<file path="config.mk">
export PLATFORM = sky130hd
export DESIGN_NAME = csr_regfile
export DESIGN_NICKNAME = d
export VERILOG_FILES = /design/src/rtl/csr_regfile.sv
export SDC_FILE = /design/constraint.sdc
export NUM_CORES = 1
export LEC_CHECK = 0
export ABC_AREA = 1
export CORE_MARGIN = 3
export CORE_UTILIZATION = 43
export CTS_CLUSTER_DIAMETER = 150
export CTS_CLUSTER_SIZE = 20
export DETAILED_ROUTE_END_ITERATION = 12
export PLACE_DENSITY_LB_ADDON = 0.15
export SKIP_CTS_REPAIR_TIMING = 1
export SLEW_MARGIN = 20
export SYNTH_ARGS = -nofsm -noshare
export SYNTH_HDL_FRONTEND = slang
export SYNTH_SLANG_ARGS = --single-unit
export TNS_END_PERCENT = 20
</file>
<file path="constraint.sdc">
create_clock -name clk -period 5.98 [get_ports clk]
set_input_delay 1.196 -clock clk [delete_from_list [all_inputs] [get_ports clk]]
set_output_delay 1.196 -clock clk [all_outputs]
set_load 0.02 [all_outputs]
</file>
<file path="src/rtl/csr_regfile.sv">
// csr_regfile: control/status register file with exception entry/return
// bookkeeping, interrupt pending logic and a down-counting timer.
//
// Ports:
//   clk, reset          clock and synchronous active-high reset
//   csr_num             CSR address used for both read and write
//   csr_rvalue          combinational read data for csr_num (0 if undecoded)
//   csr_we/wmask/wvalue masked CSR write, applied at the next clk edge
//   hw_int_in           8 level hardware interrupt lines, sampled every cycle
//   ipi_int_in          level inter-core interrupt, sampled every cycle
//   wb_ex, wb_ecode, wb_esubcode, wb_pc, wb_vaddr
//                       exception commit from WB and its cause/address info
//   ertn_flush          exception-return commit from WB
//   ex_entry            exception entry address {EENTRY.VA, 6'b0}
//   era_pc              exception return address (ERA)
//   has_int             an enabled interrupt is pending and CRMD.IE is set
module csr_regfile #(
  parameter int          SAVE_NUM = 4,
  parameter int          TIMER_W  = 32,
  parameter logic [31:0] TID_INIT = 32'h0
) (
  input  logic        clk,
  input  logic        reset,
  input  logic [13:0] csr_num,
  output logic [31:0] csr_rvalue,
  input  logic        csr_we,
  input  logic [31:0] csr_wmask,
  input  logic [31:0] csr_wvalue,
  input  logic [7:0]  hw_int_in,
  input  logic        ipi_int_in,
  input  logic        wb_ex,
  input  logic [5:0]  wb_ecode,
  input  logic [8:0]  wb_esubcode,
  input  logic [31:0] wb_pc,
  input  logic [31:0] wb_vaddr,
  input  logic        ertn_flush,
  output logic [31:0] ex_entry,
  output logic [31:0] era_pc,
  output logic        has_int
);

  localparam logic [13:0] CSR_CRMD   = 14'h00;
  localparam logic [13:0] CSR_PRMD   = 14'h01;
  localparam logic [13:0] CSR_ECFG   = 14'h04;
  localparam logic [13:0] CSR_ESTAT  = 14'h05;
  localparam logic [13:0] CSR_ERA    = 14'h06;
  localparam logic [13:0] CSR_BADV   = 14'h07;
  localparam logic [13:0] CSR_EENTRY = 14'h0C;
  localparam logic [13:0] CSR_SAVE0  = 14'h30;
  localparam logic [13:0] CSR_TID    = 14'h40;
  localparam logic [13:0] CSR_TCFG   = 14'h41;
  localparam logic [13:0] CSR_TVAL   = 14'h42;
  localparam logic [13:0] CSR_TICLR  = 14'h44;

  localparam logic [12:0]        LIE_MASK = 13'h1bff;
  localparam logic [TIMER_W-1:0] CNT_ONE  = {{(TIMER_W-1){1'b0}}, 1'b1};

  logic [1:0]         crmd_plv;
  logic               crmd_ie;
  logic [1:0]         prmd_pplv;
  logic               prmd_pie;
  logic [12:0]        ecfg_lie;
  logic [1:0]         estat_is_sw;
  logic [7:0]         estat_is_hw;
  logic               estat_is_ipi;
  logic               timer_flag;
  logic [5:0]         estat_ecode;
  logic [8:0]         estat_esubcode;
  logic [31:0]        era;
  logic [31:0]        badv;
  logic [25:0]        eentry_va;
  logic [31:0]        save_q [SAVE_NUM];
  logic [31:0]        tid;
  logic               tcfg_en;
  logic               tcfg_periodic;
  logic [TIMER_W-3:0] tcfg_initval;
  logic [TIMER_W-1:0] cnt;

  logic [12:0] estat_is;
  logic [31:0] tcfg_rd;
  logic [31:0] wdata;
  logic        wr_crmd, wr_prmd, wr_ecfg, wr_estat, wr_era, wr_badv;
  logic        wr_eentry, wr_tid, wr_tcfg, wr_ticlr;
  logic        tcfg_load;
  logic        timer_fire;

  assign estat_is = {estat_is_ipi, timer_flag, 1'b0, estat_is_hw, estat_is_sw};
  assign tcfg_rd  = 32'({tcfg_initval, tcfg_periodic, tcfg_en});

  always_comb begin
    csr_rvalue = '0;
    case (csr_num)
      CSR_CRMD:   csr_rvalue = {28'b0, 1'b1, crmd_ie, crmd_plv};
      CSR_PRMD:   csr_rvalue = {29'b0, prmd_pie, prmd_pplv};
      CSR_ECFG:   csr_rvalue = {19'b0, ecfg_lie};
      CSR_ESTAT:  csr_rvalue = {1'b0, estat_esubcode, estat_ecode, 3'b0, estat_is};
      CSR_ERA:    csr_rvalue = era;
      CSR_BADV:   csr_rvalue = badv;
      CSR_EENTRY: csr_rvalue = {eentry_va, 6'b0};
      CSR_TID:    csr_rvalue = tid;
      CSR_TCFG:   csr_rvalue = tcfg_rd;
      CSR_TVAL:   csr_rvalue = 32'(cnt);
      default:    csr_rvalue = '0;
    endcase
    for (int i = 0; i < SAVE_NUM; i++) begin
      if (csr_num == CSR_SAVE0 + 14'(i)) csr_rvalue = save_q[i];
    end
  end

  // The read mux already presents the old value of the addressed register,
  // so a single merge serves every register; each one keeps only its
  // writable fields out of it.
  assign wdata = (csr_wvalue & csr_wmask) | (csr_rvalue & ~csr_wmask);

  assign wr_crmd   = csr_we && (csr_num == CSR_CRMD);
  assign wr_prmd   = csr_we && (csr_num == CSR_PRMD);
  assign wr_ecfg   = csr_we && (csr_num == CSR_ECFG);
  assign wr_estat  = csr_we && (csr_num == CSR_ESTAT);
  assign wr_era    = csr_we && (csr_num == CSR_ERA);
  assign wr_badv   = csr_we && (csr_num == CSR_BADV);
  assign wr_eentry = csr_we && (csr_num == CSR_EENTRY);
  assign wr_tid    = csr_we && (csr_num == CSR_TID);
  assign wr_tcfg   = csr_we && (csr_num == CSR_TCFG);
  assign wr_ticlr  = csr_we && (csr_num == CSR_TICLR) && csr_wmask[0] && csr_wvalue[0];

  // A TCFG write that leaves En set restarts the count and preempts the
  // ordinary decrement/expiry for that edge.
  assign tcfg_load  = wr_tcfg && wdata[0];
  assign timer_fire = tcfg_en && (cnt == '0) && !tcfg_load;

  always_ff @(posedge clk) begin
    if (reset) begin
      crmd_plv <= 2'b0;
      crmd_ie  <= 1'b0;
    end else if (wb_ex) begin
      crmd_plv <= 2'b0;
      crmd_ie  <= 1'b0;
    end else if (ertn_flush) begin
      crmd_plv <= prmd_pplv;
      crmd_ie  <= prmd_pie;
    end else if (wr_crmd) begin
      crmd_plv <= wdata[1:0];
      crmd_ie  <= wdata[2];
    end
  end

  always_ff @(posedge clk) begin
    if (reset) begin
      prmd_pplv <= 2'b0;
      prmd_pie  <= 1'b0;
    end else if (wb_ex) begin
      prmd_pplv <= crmd_plv;
      prmd_pie  <= crmd_ie;
    end else if (wr_prmd) begin
      prmd_pplv <= wdata[1:0];
      prmd_pie  <= wdata[2];
    end
  end

  always_ff @(posedge clk) begin
    if (reset) ecfg_lie <= '0;
    else if (wr_ecfg) ecfg_lie <= wdata[12:0] & LIE_MASK;
  end

  always_ff @(posedge clk) begin
    if (reset) begin
      estat_is_sw    <= '0;
      estat_is_hw    <= '0;
      estat_is_ipi   <= 1'b0;
      estat_ecode    <= '0;
      estat_esubcode <= '0;
    end else begin
      estat_is_hw  <= hw_int_in;
      estat_is_ipi <= ipi_int_in;
      if (wb_ex) begin
        estat_ecode    <= wb_ecode;
        estat_esubcode <= wb_esubcode;
      end else if (wr_estat) begin
        estat_is_sw <= wdata[1:0];
      end
    end
  end

  // Setting the flag takes precedence over a simultaneous TICLR clear.
  always_ff @(posedge clk) begin
    if (reset) timer_flag <= 1'b0;
    else if (timer_fire) timer_flag <= 1'b1;
    else if (wr_ticlr) timer_flag <= 1'b0;
  end

  always_ff @(posedge clk) begin
    if (reset) era <= '0;
    else if (wb_ex) era <= wb_pc;
    else if (wr_era) era <= wdata;
  end

  // Only fetch-side address errors (0x08/0) and memory address errors (0x09)
  // carry a bad address; other exceptions leave BADV alone.
  always_ff @(posedge clk) begin
    if (reset) begin
      badv <= '0;
    end else if (wb_ex) begin
      if (wb_ecode == 6'h08 && wb_esubcode == 9'h0) badv <= wb_pc;
      else if (wb_ecode == 6'h09) badv <= wb_vaddr;
    end else if (wr_badv) begin
      badv <= wdata;
    end
  end

  always_ff @(posedge clk) begin
    if (reset) eentry_va <= '0;
    else if (wr_eentry) eentry_va <= wdata[31:6];
  end

  always_ff @(posedge clk) begin
    for (int i = 0; i < SAVE_NUM; i++) begin
      if (reset) save_q[i] <= '0;
      else if (csr_we && (csr_num == CSR_SAVE0 + 14'(i))) save_q[i] <= wdata;
    end
  end

  always_ff @(posedge clk) begin
    if (reset) tid <= TID_INIT;
    else if (wr_tid) tid <= wdata;
  end

  always_ff @(posedge clk) begin
    if (reset) begin
      tcfg_en       <= 1'b0;
      tcfg_periodic <= 1'b0;
      tcfg_initval  <= '0;
    end else if (wr_tcfg) begin
      tcfg_en       <= wdata[0];
      tcfg_periodic <= wdata[1];
      tcfg_initval  <= wdata[TIMER_W-1:2];
    end
  end

  // All-ones is the idle value: a one-shot timer decrements past zero into
  // it and then stays there until reloaded.
  always_ff @(posedge clk) begin
    if (reset) begin
      cnt <= '1;
    end else if (tcfg_load) begin
      cnt <= {wdata[TIMER_W-1:2], 2'b00};
    end else if (tcfg_en && (cnt != '1)) begin
      if ((cnt == '0) && tcfg_periodic) cnt <= {tcfg_initval, 2'b00};
      else cnt <= cnt - CNT_ONE;
    end
  end

  assign has_int  = (|(estat_is & ecfg_lie)) & crmd_ie;
  assign ex_entry = {eentry_va, 6'b0};
  assign era_pc   = era;

endmodule
</file>
==> results.cfg <==
[synth]
yosysSeqAreaShare = 0.4000
ys.flop_type = dfxtp_1
ys_ff_latch = 359
syn_area_per_cell_sq_um = 6.747
netlist_area_sq_um = 21170
synth-async-reset-ratio = 0
yosysWarnings = 0
netlist-cell-type-count = 48
synth_edf_count = 128
synth_cells = 3138

[floorplan]
io_pins = 268
dieArea_sq_um = 51930
die_y_microns = 227.9
start_util = 0.4397
rows = 80
die_x_microns = 227.9
core_sq_um = 48150

[route]
drc = 0
dr.pass1.iters = 6
ant_nets = 0
initialDrtViolationCount = 3933
routed_wirelength_mm = 102.0
wl_per_cell_microns = 25.72
vias = 23480
post_drt_via_cell_ratio = 5.918

[layout]
syn2layout_area_growth_pct = 18.47
final_cell_mix = nand2_1 (599), nor2_1 (405), inv_1 (398), nand3_1 (384), clkdlybuf4s50_1 (257)
drive_gt1_frac = 0.05923
layout_commonest_cell = nand2_1
fin_area_sq_um = 25080
nets = 3476
utilization = 0.5209

[worst_setup_path]
reg2regPathDepth = 13
crit_path_end_kind = output pin
cp_num_buf_inv = 5
crit_required_ns = 4.78
r2r-start = cnt[1]$_SDFFE_PP1P_
critical-path-top-delay-family = buffers and inverters
cp_cell_sequence = clkdlybuf4s50_1, nor2_1, nand3_1, inv_1, nand2_1, buf_12, inv_2, a221oi_1, nand3_1, o211ai_1, a21oi_1, clkdlybuf4s50_1
critPathLaunchType = input port
timing.rr.end = cnt[27]$_SDFFE_PP1P_
arrival_ns = 4.60
ff2ff_setup_slack_ns = 2.10
critPathKind = input port to output pin
slowest_delay_ns = 0.72
critPathMaxFanout = 18
slowest_stage = clkdlybuf4s50_1

[power]
power.leakage_nw = 11.07
power_mw = 4.722
vdd_drop_max_uv = 196.2
p_per_area_nw_per_um2 = 188.3

[place]
port-buffer-count = 261
routabilityCongestion = 1.004
dp_hpwl_mm = 75.97
place_area_sq_um = 24520

[worst_hold_path]
worstHoldStart = tid[21]$_SDFFE_PP0P_
min_to = tid[21]$_SDFFE_PP0P_
hold_path_class = flop to flop
holdPathStages = 2

[sta]
setup_viol = 0
tns_ns = 0
hold_viol = 0
finalCriticalPeriod_ns = 5.795
slew_violations = 0
max_freq_mhz = 172.6
finalCritPeriodShare = 0.9691
fin_worst_skew_ns = 0.03497
relSlewSlack = 0.2339
rsz0062_at_grt = false
tightest_slew_ns = 1.149

[cts]
clock_latency_ns = 0.57
h-tree-depth = 1
numClockSinks = 359
path_clk_slew_ns = 0.10
clock_path_buffers = 3
cts_tree = done
root_buffer = clkbuf_16
cts_buffers = 21

[global_route]
grt_max_degree = 79
overflow = 0
grt_first_pass_wirelength_mm = 145.9
antenna_found_initial = 4
gr-usage-all-layers = 0.3751
grt_pass1_vias = 20950

[status]
outcome = complete, no violations

[job]
maxCapViolations = 0
-- synth_stat cells, drive strengths merged, types with 5 or more instances --
| library cell | number | area [sq um] |
|---|---|---|
| nand4 | 32 | 200.2 |
| a31oi | 44 | 275.3 |
| nor2 | 422 | 1634 |
| inv | 435 | 1633 |
| a221oi | 17 | 148.9 |
| a21oi | 187 | 935.9 |
| xor2 | 26 | 227.7 |
| clkbuf | 124 | 466.7 |
| or2 | 17 | 106.4 |
| edfxtp | 128 | 3844 |
| nor3 | 12 | 87.58 |
| nand3 | 386 | 1949 |
| o211ai | 84 | 630.6 |
| buf | 79 | 394.1 |
| nand3b | 5 | 37.54 |
| o22ai | 42 | 262.8 |
| nand2 | 611 | 2321 |
| nor4 | 11 | 90.08 |
| o21ai | 223 | 1116 |
| dfxtp | 231 | 4624 |
-- metal layers --
layer,part of all wire,GRT usage
met1,0.44,0.5889
met2,0.38,0.4942
met3,0.15,0.1271
met4,0.020,0.06393
met5,0.00013,0
-- sequential cells by signal, indices dropped and copies added, names as in the netlist --
register	cells
cnt	32
crmd_plv	2
ecfg_lie	12
estat_is_hw	8
era_pc	32
eentry_va	26
estat_is_ipi	1
estat_ecode	6
timer_flag	1
prmd_pplv	2
estat_esubcode	9
tcfg_periodic	1
badv	32
tid	32
estat_is_sw	2
crmd_ie	1
tcfg_en	1
tcfg_initval	30
save_q	128
prmd_pie	1
-- worst register-to-register path, delay by kind of cell, from the launching register on --
family / cells / cell delay (ns)
AND/OR/NAND/NOR: 9 / 2.34
AO/OA/AOI/OAI: 1 / 0.10
flip-flops: 1 / 0.38
buffers and inverters: 2 / 0.67
adder cells (fa/ha/maj): 1 / 0.23
-- area by class of cell --
class                           count  area, sq um
Clock buffer                       28        551.8
Tap cell                          656        820.8
Timing Repair Buffer              340         3306
Clock inverter                      1        3.754
Inverter                          436         1639
Sequential cell                   359         8468
Fill cell                        4823        23060
Antenna cell                        2        5.005
Multi-Input combinational cell   2145        10290
-- kinds of logic (layout without fill, tap and decap cells) --
kind of cell,count (synthesis),in the layout,synth area share
AO/OA/AOI/OAI,610,610,0.1646
flip-flops,359,359,0.4000
buffers and inverters,639,805,0.1180
AND/OR/NAND/NOR,1500,1500,0.3049
other,1,8,0.0001771
XOR/XNOR,27,27,0.01117
adder cells (fa/ha/maj),2,2,0.001182
-- worst max-delay path by stage --
stage / start / to / cells after the start
after floorplan: csr_num[13] / save_q[3][0]$_SDFFCE_PN0P_ / 9
after global routing: csr_num[0] / csr_rvalue[9] / 14
final: csr_num[0] / csr_rvalue[20] / 12
after detailed placement: csr_num[0] / csr_rvalue[29] / 11
after global placement: csr_num[0] / csr_rvalue[28] / 11
after CTS: csr_num[0] / csr_rvalue[28] / 11
-- where the power goes --
group	internal [mW]	total [mW]	switching (mW)
registers	2.60	2.68	0.0731
clock network	0.648	1.54	0.895
logic	0.181	0.503	0.321
total	3.43	4.72	1.29
-- per-stage QoR --
stage	hold slack [ns]	instances	setup WS (ns)
floorplan	0.4345	3143	0.7295
finish	0.5160	3967	0.1850
global route	0.5438	3965	0.06163
global placement	0.4808	3936	0.4193
detailed placement	0.4822	3936	0.3408
CTS	0.5124	3965	0.3338
Note: power is estimated with default switching activity, not from simulation.
